$ cat src/rtl/vta_host_pkg.sv
// Shared definitions for the VTA host CSR block: register offsets, CTRL bit positions,
// AXI response codes and channel FSM states.
package vta_host_pkg;

  localparam logic [3:0] OFF_CTRL  = 4'h0;
  localparam logic [3:0] OFF_ECNT  = 4'h4;
  localparam logic [3:0] OFF_ICNT  = 4'h8;
  localparam logic [3:0] OFF_IADDR = 4'hC;

  localparam logic [1:0] IDX_CTRL  = OFF_CTRL[3:2];
  localparam logic [1:0] IDX_ECNT  = OFF_ECNT[3:2];
  localparam logic [1:0] IDX_ICNT  = OFF_ICNT[3:2];
  localparam logic [1:0] IDX_IADDR = OFF_IADDR[3:2];

  localparam int CTRL_START_BIT = 0;
  localparam int CTRL_DONE_BIT  = 1;

  localparam logic [1:0] RESP_OKAY   = 2'b00;
  localparam logic [1:0] RESP_SLVERR = 2'b10;

  typedef enum logic {
    W_IDLE,
    W_RESP
  } wr_state_e;

  typedef enum logic {
    R_IDLE,
    R_DATA
  } rd_state_e;

endpackage

$ cat src/rtl/vta_host_csr.sv
// AXI4-Lite register file driving launch to the VTA core and latching DONE on finish;
// counts busy cycles while START is set.
module vta_host_csr
  import vta_host_pkg::*;
#(
  parameter int ADDR_BITS = 16,
  parameter int DATA_BITS = 32
) (
  input  logic                 clock,
  input  logic                 reset,
  input  logic                 s_awvalid,
  output logic                 s_awready,
  input  logic [ADDR_BITS-1:0] s_awaddr,
  input  logic                 s_wvalid,
  output logic                 s_wready,
  input  logic [DATA_BITS-1:0] s_wdata,
  input  logic [3:0]           s_wstrb,
  output logic                 s_bvalid,
  input  logic                 s_bready,
  output logic [1:0]           s_bresp,
  input  logic                 s_arvalid,
  output logic                 s_arready,
  input  logic [ADDR_BITS-1:0] s_araddr,
  output logic                 s_rvalid,
  input  logic                 s_rready,
  output logic [DATA_BITS-1:0] s_rdata,
  output logic [1:0]           s_rresp,
  output logic                 launch,
  input  logic                 finish,
  output logic [DATA_BITS-1:0] insn_count,
  output logic [DATA_BITS-1:0] insn_addr
);

  function automatic logic [DATA_BITS-1:0] strb_merge(input logic [DATA_BITS-1:0] old_v,
                                                      input logic [DATA_BITS-1:0] new_v,
                                                      input logic [3:0]           strb);
    logic [DATA_BITS-1:0] r;
    r = old_v;
    for (int b = 0; b < 4; b++) begin
      if (strb[b]) r[8*b +: 8] = new_v[8*b +: 8];
    end
    return r;
  endfunction

  wr_state_e            w_state_q;
  rd_state_e            r_state_q;
  logic                 bvalid_q;
  logic                 arready_q;
  logic                 rvalid_q;
  logic [DATA_BITS-1:0] rdata_q;

  logic                 start_q, start_d;
  logic                 done_q, done_d;
  logic [DATA_BITS-1:0] ecnt_q, ecnt_d;
  logic [DATA_BITS-1:0] icnt_q, icnt_d;
  logic [DATA_BITS-1:0] iaddr_q, iaddr_d;

  logic                 wr_fire;
  logic                 wr_mapped;
  logic                 rd_mapped;
  logic [1:0]           wr_idx;
  logic [1:0]           rd_idx;
  logic [DATA_BITS-1:0] rd_val;
  logic                 unused_addr;

  assign wr_mapped   = (s_awaddr[ADDR_BITS-1:4] == '0);
  assign rd_mapped   = (s_araddr[ADDR_BITS-1:4] == '0);
  assign wr_idx      = s_awaddr[3:2];
  assign rd_idx      = s_araddr[3:2];
  assign unused_addr = ^{s_awaddr[1:0], s_araddr[1:0]};

  // Address and data are only taken together, so a write never half-completes.
  assign wr_fire   = !reset && (w_state_q == W_IDLE) && s_awvalid && s_wvalid;
  assign s_awready = wr_fire;
  assign s_wready  = wr_fire;

  assign s_bvalid   = bvalid_q;
  assign s_bresp    = RESP_OKAY;
  assign s_arready  = arready_q;
  assign s_rvalid   = rvalid_q;
  assign s_rdata    = rdata_q;
  assign s_rresp    = RESP_OKAY;
  assign launch     = start_q;
  assign insn_count = icnt_q;
  assign insn_addr  = iaddr_q;

  always_comb begin
    start_d = start_q;
    done_d  = done_q;
    ecnt_d  = start_q ? ecnt_q + DATA_BITS'(1) : ecnt_q;
    icnt_d  = icnt_q;
    iaddr_d = iaddr_q;
    if (wr_fire && wr_mapped) begin
      case (wr_idx)
        IDX_CTRL: begin
          if (s_wstrb[0]) start_d = s_wdata[CTRL_START_BIT];
          if (s_wdata[CTRL_START_BIT]) done_d = 1'b0;
        end
        IDX_ECNT:  ecnt_d  = strb_merge(ecnt_q, s_wdata, s_wstrb);
        IDX_ICNT:  icnt_d  = strb_merge(icnt_q, s_wdata, s_wstrb);
        IDX_IADDR: iaddr_d = strb_merge(iaddr_q, s_wdata, s_wstrb);
        default: ;
      endcase
    end
    // The core's end-of-program indication outranks a racing host write.
    if (finish) begin
      start_d = 1'b0;
      done_d  = 1'b1;
    end
  end

  always_comb begin
    rd_val = '0;
    if (rd_mapped) begin
      case (rd_idx)
        IDX_CTRL: begin
          rd_val[CTRL_START_BIT] = start_q;
          rd_val[CTRL_DONE_BIT]  = done_q;
        end
        IDX_ECNT:  rd_val = ecnt_q;
        IDX_ICNT:  rd_val = icnt_q;
        IDX_IADDR: rd_val = iaddr_q;
        default: ;
      endcase
    end
  end

  always_ff @(posedge clock) begin
    if (reset) begin
      start_q <= 1'b0;
      done_q  <= 1'b0;
      ecnt_q  <= '0;
      icnt_q  <= '0;
      iaddr_q <= '0;
    end else begin
      start_q <= start_d;
      done_q  <= done_d;
      ecnt_q  <= ecnt_d;
      icnt_q  <= icnt_d;
      iaddr_q <= iaddr_d;
    end
  end

  always_ff @(posedge clock) begin
    if (reset) begin
      w_state_q <= W_IDLE;
      bvalid_q  <= 1'b0;
    end else begin
      case (w_state_q)
        W_IDLE: begin
          if (wr_fire) begin
            bvalid_q  <= 1'b1;
            w_state_q <= W_RESP;
          end
        end
        W_RESP: begin
          if (s_bready) begin
            bvalid_q  <= 1'b0;
            w_state_q <= W_IDLE;
          end
        end
      endcase
    end
  end

  // rdata is frozen at the AR handshake so a later write cannot disturb a stalled read.
  always_ff @(posedge clock) begin
    if (reset) begin
      r_state_q <= R_IDLE;
      arready_q <= 1'b0;
      rvalid_q  <= 1'b0;
      rdata_q   <= '0;
    end else begin
      case (r_state_q)
        R_IDLE: begin
          arready_q <= 1'b1;
          if (arready_q && s_arvalid) begin
            arready_q <= 1'b0;
            rvalid_q  <= 1'b1;
            rdata_q   <= rd_val;
            r_state_q <= R_DATA;
          end
        end
        R_DATA: begin
          if (s_rready) begin
            rvalid_q  <= 1'b0;
            arready_q <= 1'b1;
            r_state_q <= R_IDLE;
          end
        end
      endcase
    end
  end

endmodule

$ cat config.mk
export PLATFORM = sky130hd
export DESIGN_NAME = vta_host_csr
export DESIGN_NICKNAME = d
export VERILOG_FILES = /design/src/rtl/vta_host_pkg.sv /design/src/rtl/vta_host_csr.sv
export SDC_FILE = /design/constraint.sdc
export NUM_CORES = 1
export LEC_CHECK = 0
export CORE_MARGIN = 1.5
export CORE_UTILIZATION = 49
export CTS_CLUSTER_DIAMETER = 30
export DETAILED_ROUTE_END_ITERATION = 6
export PLACE_DENSITY = 0.92
export SYNTH_ARGS = -nofsm -noshare
export SYNTH_HDL_FRONTEND = slang
export SYNTH_SLANG_ARGS = --single-unit
export TNS_END_PERCENT = 5
$ cat constraint.sdc
create_clock -name clock -period 2.18 [get_ports clock]
set_input_delay 0.327 -clock clock [delete_from_list [all_inputs] [get_ports clock]]
set_output_delay 0.327 -clock clock [all_outputs]
set_load 0.005 [all_outputs]
==> results of run 1 <==
## cell families (layout without fill, tap and decap cells)
logic type | count (synthesis) | count (layout) | share of synthesized area, %
other | 1 | 4 | 0.05652
adder cells (fa/ha/maj) | 1 | 1 | 0.1885
AND/OR/NAND/NOR | 333 | 333 | 26.04
multiplexers | 25 | 25 | 4.563
AO/OA/AOI/OAI | 229 | 229 | 22.93
buffers and inverters | 83 | 312 | 5.487
flip-flops | 135 | 135 | 40.73
## power by group
| part | internal (µW) | switching (µW) | total (µW) |
|---|---|---|---|
| logic | 189 | 209 | 398 |
| clock network | 1780 | 1090 | 2870 |
| registers | 2480 | 4.96 | 2480 |
## final timing paths
path,startpoint,endpoint,depth (start not counted),slack [ps]
worst max register to register,ecnt_q[10],ecnt_q[25],5,110
worst min register to register,w_state_q,s_bvalid,1,460
worst min-delay path,reset,ecnt_q[1],5,340
worst max-delay path,ecnt_q[10],ecnt_q[25],5,110
## critical path, delay by kind of cell (launching register included)
family / cells / cell delay (ps)
AO/OA/AOI/OAI: 2 / 290
AND/OR/NAND/NOR: 3 / 1220
flip-flops: 1 / 440
## stage by stage
stage	TNS, ps	instance area, µm²	hold slack (ps)
floorplan	0	6646	406.3
global placement	-8010	9044	440.4
detailed placement	-15260	9044	462.2
CTS	0	9639	338.8
global route	0	9662	391.7
finish	0	9662	338.5
## area by class of cell
class	count	area, µm²	area share [%]
multi-input cells	592	3611	37.37
well taps	176	220.2	2.279
flip-flops and latches	135	2705	28.00
repair buffers	264	2475	25.62
inverters	17	63.81	0.6605
clock inverters	13	157.7	1.632
clock buffers	18	429.2	4.442
## cell usage in the layout (no fill, tap or decap), types with 5 or more instances in the layout
master / n
a211oi_1: 6
a21oi_1: 82
clkbuf_16: 17
a22o_1: 30
or3_1: 7
or4_1: 11
nor4_4: 6
mux2_2: 22
and4_1: 8
buf_12: 5
o21ai_0: 21
nor4_2: 5
nor3_1: 17
buf_4: 87
a311oi_1: 6
a22oi_1: 35
nor2_1: 44
nand4_1: 18
inv_1: 17
clkdlybuf4s50_1: 172
o21a_1: 6
dfxtp_1: 133
a31oi_1: 11
nand2_1: 158
o211ai_1: 9
nand3_1: 25
## layer usage
metal | vias up | wire length (µm) | share of wire (%)
li1 | 3396 | - | -
met1 | 3511 | 8676 | 40
met2 | 424 | 10700 | 49
met3 | 65 | 1990 | 9.1
met4 | 0 | 592 | 2.7
met5 | - | 0 | 0
## registers in the layout (all words and copies together) (netlist names)
| signal | cells |
|---|---|
| r_state_q | 1 |
| launch | 1 |
| s_rdata | 32 |
| w_state_q | 1 |
| s_rvalid | 1 |
| s_bvalid | 1 |
| s_arready | 1 |
| insn_count | 32 |
| insn_addr | 32 |
| done_q | 1 |
| ecnt_q | 32 |
## what timing repair did
item,in CTS,in global routing
gates resized for setup,1,5
pin swaps,0,1
setup endpoints to repair,1,3
hold buffers,0,0
endpoints found under the hold margin,0,0
cloned,0,0
==> metrics.md, run 1 <==
| Metric | Value |
|---|---|
| Yosys Warn Count | 0 |
| Maximum capacitance violations | 0 |
| Total congestion overflow | 0 |
| Crit. End Element | flop |
| RSZ-0062 raised after global routing | false |
| Synthesized cell area | 0.006635 mm² |
| Kind of critical path | reg -> reg |
| Startpoint Class | flop |
| Status | finished clean |
| Number of enable flip-flop cells after synthesis | 0 |
| Finished Layout Cells | 1215 |
| Top cells by count, synth | nand2_1, dfxtp_1, a21oi_1 |
| Top_reg_cell synth | dfxtp_1 |
| N_diodes | 0 |
| CTS clk-pin slew, worst paths | 60 ps |
| DRC Markers | 0 |
| Cell Chain, Critical Path | nand4_2 -> or4_4 -> nor4_1 -> a311oi_1 -> o21a_1 |
| Clock skew | 6.000 ps |
| Ys async rst share | 0% |
| Sink Count | 135 |
| PortBufs | 173 |
| TritonCTS clock tree | yes |
| Vias post-DR | 7396 |
| M1 GR Usage | 37.11% |
| Placed Cells | 1184 |
| Met3 Usage GRT | 7.711% |
| Max-slew violation count | 0 |
| Root Driver | clkbuf_16 |
| Share of cells above drive strength 1 | 17.23% |
| Worst Path Max Fanout | 7 |
| Skew-Pair Late Insertion Delay | 430 ps |
| FMAX | 482.2 MHz |
| Dpl hpwl | 15480 µm |
| Register bit total from synthesis | 135 |
| Rel. slew slack | 52.11% |
| Drt wl/cell | 18.07 µm |
| Met2 usage | 50.25% |
| Area growth from synthesis to layout | 45.62% |
| Row cnt | 42 |
| Initial antenna violation count | 0 |
| Count leader, synth | nand2_1 |
| Final Power | 5746 µW |
| Initial Util | 50.10% |
| CP max stage cell | or4_4 |
| Final setup vio count | 0 |
| Nets | 1104 |
| Core Area | 0.01324 mm² |
| Avg Cell Area, Syn | 8.222 µm² |
| H-tree level count | 4 |
| Fillcell total | 956 |
| Peak supply drop | 0.4142 mV |
| Synth top area cells | dfxtp_1, nand2_1, a21oi_1 |
| Die area | 0.01425 mm² |
| Final core occ | 72.96% |
| Worst path arrival time | 2390 ps |
| Power per Cell Area | 594.7 mW/mm² |
| I/O pin count | 182 |
| Leak Pwr | 0.003366 µW |
| Die Height | 119.4 µm |
| CTS buffer count | 17 |
| DRT iter0 DRCs | 769 |
| Slowest cell delay on critical path | 570 ps |
| Yosys top cell by area | dfxtp_1 |
| Worst-case clock buffer depth | 2 |
| Cell count after synthesis | 807 |
| Dpl ws | -240.6 ps |
| Hold Vio Cnt, Final | 0 |
| Final period utilization | 95.13% |
| Largest net degree at the start of global routing | 71 |
| Worst EP required | 2500 ps |
| Final setup margin | 106.2 ps |
| First-pass GRT wire length | 34390 µm |
| Post-CTS Setup Inserts | 0 |
| Min cycle time layout | 2074 ps |
| Drt total wl | 21960 µm |
| Sequential-to-total area share from yosys stat | 40.73% |
| Drt pass-1 iters | 7 |
| GRT Total Usage | 30.09% |
| Final estimated routing congestion in global placement | 0.9644 |
| Vias in the first global route | 6961 |
| Worst slew pin tran | 718.4 ps |
| Detail Route Antenna Nets | 0 |
| Global route hottest layer | met2 |
| Yosys cell types | 64 |
| Tightest Hold Check Type | in -> reg |
| Yosys top cell area share | 40.73% |
| Die Wd | 119.4 µm |
| Via/cell ratio | 6.087 |
No activity file was read; power rests on OpenSTA's default activity.
==> run 2, diff against run 1 <==
--- a/config.mk
+++ b/config.mk
@@ -10,6 +10,8 @@
 export CTS_CLUSTER_DIAMETER = 30
 export DETAILED_ROUTE_END_ITERATION = 6
 export PLACE_DENSITY = 0.92
+export RECOVER_POWER = 100
+export SLEW_MARGIN = 20
 export SYNTH_ARGS = -nofsm -noshare
 export SYNTH_HDL_FRONTEND = slang
 export SYNTH_SLANG_ARGS = --single-unit
==> metrics.md, run 2 (synthesis results as in run 1) <==
| Metric | Value |
|---|---|
| First-pass GRT wire length | 34390 µm (unchanged) |
| Row cnt | 42 (unchanged) |
| Worst Path Max Fanout | 4 (was 7) |
| Design Area, Final | 0.009589 mm² (was 0.009662 mm²) |
| RSZ-0062 raised after global routing | false (unchanged) |
| Nets | 1104 (unchanged) |
| Root Driver | clkbuf_16 (unchanged) |
| N_diodes | 0 (unchanged) |
| Initial antenna violation count | 0 (unchanged) |
| Worst EP required | 1850 ps (was 2500 ps) |
| Vias in the first global route | 6961 (unchanged) |
| Critical Path Start | w_state_q (was ecnt_q[10]) |
| Switching Share | 22.63% (was 22.62%) |
| Tightest Hold Check Type | in -> reg (unchanged) |
| Via/cell ratio | 6.121 (was 6.087) |
| Largest net degree at the start of global routing | 71 (unchanged) |
| Crit. End Element | output pin (was flop) |
| Clock power share | 49.9% (about the same) |
| Min-delay src | reset (unchanged) |
| CTS buffer count | 17 (unchanged) |
| Worst slew pin tran | 720.5 ps (was 718.4 ps) |
| Startpoint Class | flop (unchanged) |
| Worst Hold Path Cells | 5 (unchanged) |
| Logic pwr share | 6.9% (about the same) |
| Vias post-DR | 7437 (was 7396) |
| Status | finished, violations left (was finished clean) |
| Sink Count | 135 (unchanged) |
| Seq pwr share | 43.2% (about the same) |
| Die Height | 119.4 µm (unchanged) |
| Final setup vio count | 0 (unchanged) |
| Failing checks | design-rule violations |
| Most common cell after layout, fill and taps aside | nand2_1 (was clkdlybuf4s50_1) |
| Initial Util | 50.10% (unchanged) |
| Max-slew violation count | 0 (unchanged) |
| Final estimated routing congestion in global placement | 0.9644 (unchanged) |
| DRC Markers | 4 (was 0) |
| Maximum capacitance violations | 0 (unchanged) |
| Fillcell total | 973 (was 956) |
| Die area | 0.01425 mm² (unchanged) |
| Detail Route Antenna Nets | 0 (unchanged) |
| Power per Cell Area | 598.9 mW/mm² (was 594.7 mW/mm²) |
| Dpl hpwl | 15480 µm (unchanged) |
| H-tree level count | 4 (unchanged) |
| Worst path arrival time | 1750 ps (was 2390 ps) |
| Clock skew | 5.632 ps (was 6.000 ps) |
| Dpl ws | -240.6 ps (unchanged) |
| I/O pin count | 182 (unchanged) |
| CTS clk-pin slew, worst paths | 60 ps (about the same) |
| R2r worst-path depth | 8 (was 5) |
| DRT iter0 DRCs | 793 (was 769) |
| Area growth from synthesis to layout | 44.52% (was 45.62%) |
| Hold slack | 341.2 ps (was 338.5 ps) |
| Core Area | 0.01324 mm² (unchanged) |
| Min cycle time layout | 2079 ps (was 2074 ps) |
| Drt total wl | 21960 µm (about the same) |
| Peak supply drop | 0.4249 mV (was 0.4142 mV) |
| PortBufs | 173 (unchanged) |
| TritonCTS clock tree | yes (unchanged) |
| Commonest cells after routing, fill and taps aside | nand2_1, dfxtp_1, dlygate4sd3_1 (was clkdlybuf4s50_1, nand2_1, dfxtp_1) |
| Final Power | 5743 µW (was 5746 µW) |
| Leak Pwr | 0.003655 µW (was 0.003366 µW) |
| Internal power | 4443 µW (was 4446 µW) |
| Post-CTS Setup Inserts | 0 (unchanged) |
| Drt wl/cell | 18.08 µm (was 18.07 µm) |
| Drt pass-1 iters | 7 (unchanged) |
| Placement Cell Area | 0.009044 mm² (unchanged) |
| Die Wd | 119.4 µm (unchanged) |
| Hold Vio Cnt, Final | 0 (unchanged) |
| Total congestion overflow | 0 (unchanged) |
| Final period utilization | 95.35% (was 95.13%) |
| Final setup margin | 101.4 ps (was 106.2 ps) |
| Worst-case clock buffer depth | 2 (unchanged) |
| FMAX | 481.1 MHz (was 482.2 MHz) |
| GRT Total Usage | 30.09% (unchanged) |
| Rel. slew slack | 51.97% (was 52.11%) |
| Share of cells above drive strength 1 | 16.07% (was 17.23%) |
| NetSw | 1300 µW (about the same) |
| RR Startpoint | ecnt_q[0] (was ecnt_q[10]) |
| Kind of critical path | reg -> out (was reg -> reg) |
| Skew-Pair Late Insertion Delay | 430 ps (about the same) |
run 2: cell types whose count changed in the layout (fill, tap and decap cells not counted), sizes merged:
cell           before  now
clkbuf             18   41
buf                92   69
dlygate4sd3         0   99
clkdlybuf4s50     172   73
run 2: layer usage:
| metal | part of all wire (%) | up-vias | track usage, % |
|---|---|---|---|
| li1 | - | 3399 | - |
| met1 | 40 | 3534 | 37.11 |
| met2 | 48 | 443 | 50.25 |
| met3 | 9.0 | 61 | 7.711 |
| met4 | 2.8 | 0 | 11.98 |
| met5 | 0 | - | 0 |
run 2: worst paths after layout:
kind / slack (ps) / to
worst min register to register: 470 / s_rvalid
worst max register to register: 120 / ecnt_q[30]
worst max-delay path: 100 / s_wready
worst min-delay path: 340 / ecnt_q[1]
run 2: per-stage QoR:
step	TNS (ps)	utilization [%]	std cells
floorplan	0	-	810
global placement	-8010	68.29	1184
detailed placement	-15260	68.29	1184
CTS	0	72.79	1215
global route	0	72.41	1215
finish	0	72.41	1215
run 2: layout make-up:
cell class	count	area, µm²	area share, %
Multi-Input combinational cell	592	3596	37.50
Sequential cell	135	2705	28.21
Timing Repair Buffer	264	2417	25.21
Clock buffer	18	429.2	4.475
Tap cell	176	220.2	2.296
Clock inverter	13	157.7	1.644
Inverter	17	63.81	0.6654
run 2: power by group through the flow:
stage / clock, µW / combinational, µW / sequential [µW]
after detailed placement: 0 / 387 / 2530
after global routing: 2990 / 413 / 2480
final: 2870 / 395 / 2480
after global placement: 0 / 381 / 2530
after CTS: 2890 / 391 / 2480
after floorplan: 0 / 142 / 2530
run 2: worst max-delay path, stage by stage, from the launching register on:
cell,delay [ps]
dfxtp_1,320
and4bb_1,350
clkbuf_4,170
clkdlybuf4s50_1,490
run 2: repair_timing:
item,CTS,global route
hold buffers,0,0
endpoints found under the setup margin,1,3
endpoints found under the hold margin,0,0
resized for setup,1,5
pin swaps,0,1
==> run 3, diff against run 2 <==
--- a/config.mk
+++ b/config.mk
@@ -6,10 +6,10 @@
 export NUM_CORES = 1
 export LEC_CHECK = 0
 export CORE_MARGIN = 1.5
-export CORE_UTILIZATION = 49
+export CORE_UTILIZATION = 40
 export CTS_CLUSTER_DIAMETER = 30
 export DETAILED_ROUTE_END_ITERATION = 6
-export PLACE_DENSITY = 0.92
+export PLACE_DENSITY = 0.79
 export RECOVER_POWER = 100
 export SLEW_MARGIN = 20
 export SYNTH_ARGS = -nofsm -noshare
==> metrics.md, run 3 (synthesis results as in run 1) <==
| Metric | Value |
|---|---|
| Most common cell after layout, fill and taps aside | nand2_1 (unchanged) |
| Final period utilization | 96.81% (was 95.35%) |
| Worst-case clock buffer depth | 2 (unchanged) |
| Worst slew pin tran | 1021 ps (was 720.5 ps) |
| Core Area | 0.01606 mm² (was 0.01324 mm²) |
| Clock skew | 8.118 ps (was 5.632 ps) |
| Area growth from synthesis to layout | 45.65% (was 44.52%) |
| Row cnt | 46 (was 42) |
| Max-slew violation count | 0 (unchanged) |
| Slowest cell delay on critical path | 490 ps (about the same) |
| RR Startpoint | ecnt_q[10] (was ecnt_q[0]) |
| Die area | 0.01737 mm² (was 0.01425 mm²) |
| FMAX | 473.8 MHz (was 481.1 MHz) |
| Clock power share | 53.5% (was 49.9%) |
| Drt pass-1 iters | 6 (was 7) |
| N_diodes | 0 (unchanged) |
| Dpl ws | -192.0 ps (was -240.6 ps) |
| R2R Path End | ecnt_q[25] (was ecnt_q[30]) |
| Crit. End Element | output pin (unchanged) |
| Via/cell ratio | 5.660 (was 6.121) |
| Detail Route Antenna Nets | 0 (unchanged) |
| Cell Chain, Critical Path | clkdlybuf4s50_1 -> and4bb_2 -> buf_4 -> buf_4 -> clkdlybuf4s50_1 (was and4bb_1 -> clkbuf_4 -> clkdlybuf4s50_1) |
| Logic pwr share | 6.3% (was 6.9%) |
| Worst path arrival time | 1780 ps (was 1750 ps) |
| Worst Path Max Fanout | 3 (was 4) |
| NetSw | 1311 µW (was 1300 µW) |
| PortBufs | 173 (unchanged) |
| Dpl hpwl | 15290 µm (was 15480 µm) |
| Peak supply drop | 0.5761 mV (was 0.4249 mV) |
| Placement Cell Area | 0.009076 mm² (was 0.009044 mm²) |
| Worst EP required | 1850 ps (about the same) |
| Status | finished clean (was finished, violations left) |
| Design Area, Final | 0.009664 mm² (was 0.009589 mm²) |
| Nets | 1094 (was 1104) |
| H-tree level count | 4 (unchanged) |
| Switching Share | 21.26% (was 22.63%) |
| Final core occ | 60.18% (was 72.41%) |
| Share of cells above drive strength 1 | 15.73% (was 16.07%) |
| Power per Cell Area | 638.0 mW/mm² (was 598.9 mW/mm²) |
| Internal power | 4855 µW (was 4443 µW) |
| Startpoint Class | primary input (was flop) |
| Rel. slew slack | 31.92% (was 51.97%) |
| Commonest cells after routing, fill and taps aside | nand2_1, dfxtp_1, dlygate4sd3_1 (unchanged) |
| Critical Path Start | s_wvalid (was w_state_q) |
| CTS clk-pin slew, worst paths | 60 ps (about the same) |
| Maximum capacitance violations | 0 (unchanged) |
| Fillcell total | 1407 (was 973) |
| Total congestion overflow | 0 (unchanged) |
| Kind of critical path | in -> out (was reg -> out) |
| GRT Total Usage | 24.27% (was 30.09%) |
| Min cycle time layout | 2110 ps (was 2079 ps) |
| Die Wd | 131.8 µm (was 119.4 µm) |
| Die Height | 131.8 µm (was 119.4 µm) |
| Final setup margin | 69.56 ps (was 101.4 ps) |
| DRT iter0 DRCs | 579 (was 793) |
| Vias post-DR | 7052 (was 7437) |
| Skew-Pair Late Insertion Delay | 420 ps (was 430 ps) |
| Largest net degree at the start of global routing | 132 (was 71) |
| Tightest Hold Check Type | reg -> reg (was in -> reg) |
| Sink Count | 135 (unchanged) |
| Final Power | 6166 µW (was 5743 µW) |
| TritonCTS clock tree | yes (unchanged) |
| Post-CTS Setup Inserts | 0 (unchanged) |
| Final estimated routing congestion in global placement | 0.9662 (was 0.9644) |
| Hold Vio Cnt, Final | 0 (unchanged) |
| Initial antenna violation count | 0 (unchanged) |
| Vias in the first global route | 6625 (was 6961) |
| CP max stage cell | clkdlybuf4s50_1 (unchanged) |
| Worst reg-to-reg setup slack | 100 ps (was 120 ps) |
| Seq pwr share | 40.2% (was 43.2%) |
| Leak Pwr | 0.003685 µW (was 0.003655 µW) |
| Drt wl/cell | 17.12 µm (was 18.08 µm) |
| Hold-fix buffers, CTS | 0 (unchanged) |
| DRC Markers | 0 (was 4) |
| I/O pin count | 182 (unchanged) |
| CP Capture Point | s_awready (was s_wready) |
| R2r worst-path depth | 5 (was 8) |
| RSZ-0062 raised after global routing | false (unchanged) |
| First-pass GRT wire length | 34040 µm (was 34390 µm) |
| Drt total wl | 21330 µm (was 21960 µm) |
| Root Driver | clkbuf_16 (unchanged) |
| Initial Util | 41.32% (was 50.10%) |
| Final setup vio count | 0 (unchanged) |
| CTS buffer count | 17 (unchanged) |
run 3: cell types whose count changed in the layout (fill, tap and decap cells not counted), moves of 2 or more:
cell,before,now
bufinv_16,3,6
clkinvlp_4,4,1
clkbuf_8,0,2
buf_4,64,53
dfxtp_1,133,135
clkbuf_4,5,2
dfxtp_2,2,0
clkbuf_1,11,7
clkbuf_2,8,13
run 3: routing by layer:
| metal | vias up | routed length [µm] | share of wire, % | track usage [%] |
|---|---|---|---|---|
| li1 | 3361 | - | - | - |
| met1 | 3303 | 9008 | 42 | 31.02 |
| met2 | 350 | 9912 | 46 | 39.74 |
| met3 | 38 | 1991 | 9.3 | 7.036 |
| met4 | 0 | 415 | 1.9 | 7.222 |
| met5 | - | 0 | 0 | 0 |
run 3: how the worst min path moves through the flow:
stage | from | endpoint | slack [ps] | cells after the start
6_report | insn_count[14] | insn_count[14] | 460 | 2
5_1_grt | insn_addr[12] | insn_addr[12] | 490 | 2
4_1_cts | insn_count[12] | insn_count[12] | 470 | 2
3_5_place_dp | insn_count[0] | insn_count[0] | 460 | 2
3_3_place_gp | w_state_q | s_bvalid | 440 | 1
2_1_floorplan | finish | launch | 410 | 1
run 3: final cells by class:
type / count / area, µm² / area share (%)
Inverter: 17 / 63.81 / 0.6603
Clock inverter: 13 / 225.2 / 2.330
Sequential cell: 135 / 2703 / 27.96
Timing Repair Buffer: 254 / 2352 / 24.34
Tap cell: 216 / 270.3 / 2.796
Clock buffer: 19 / 452.9 / 4.687
Multi-Input combinational cell: 592 / 3597 / 37.22
run 3: repair_timing:
action,4_1_cts,5_1_grt
endpoints found under the hold margin,0,0
setup endpoints to repair,0,3
gates resized for setup,0,2
run 3: power by group through the flow:
| stage | sequential (µW) | clock (µW) | combinational [µW] |
|---|---|---|---|
| 3_3_place_gp | 2530 | 0 | 393 |
| 4_1_cts | 2480 | 3320 | 398 |
| 6_report | 2480 | 3300 | 386 |
| 5_1_grt | 2480 | 3430 | 410 |
| 3_5_place_dp | 2530 | 0 | 395 |
| 2_1_floorplan | 2530 | 0 | 142 |
run 3: worst max-delay path: cells and delay by family:
family                 cells  cell delay [ps]
buffers and inverters      4             1190
AND/OR/NAND/NOR            1              270
run 3: through the flow:
stage / hold slack, ps / TNS (ps) / cells
after floorplan: 406.3 / 0 / 810
after global placement: 442.5 / -8145 / 1214
after detailed placement: 460.2 / -12420 / 1214
after CTS: 470.0 / 0 / 1246
after global routing: 487.9 / 0 / 1246
final: 462.8 / 0 / 1246
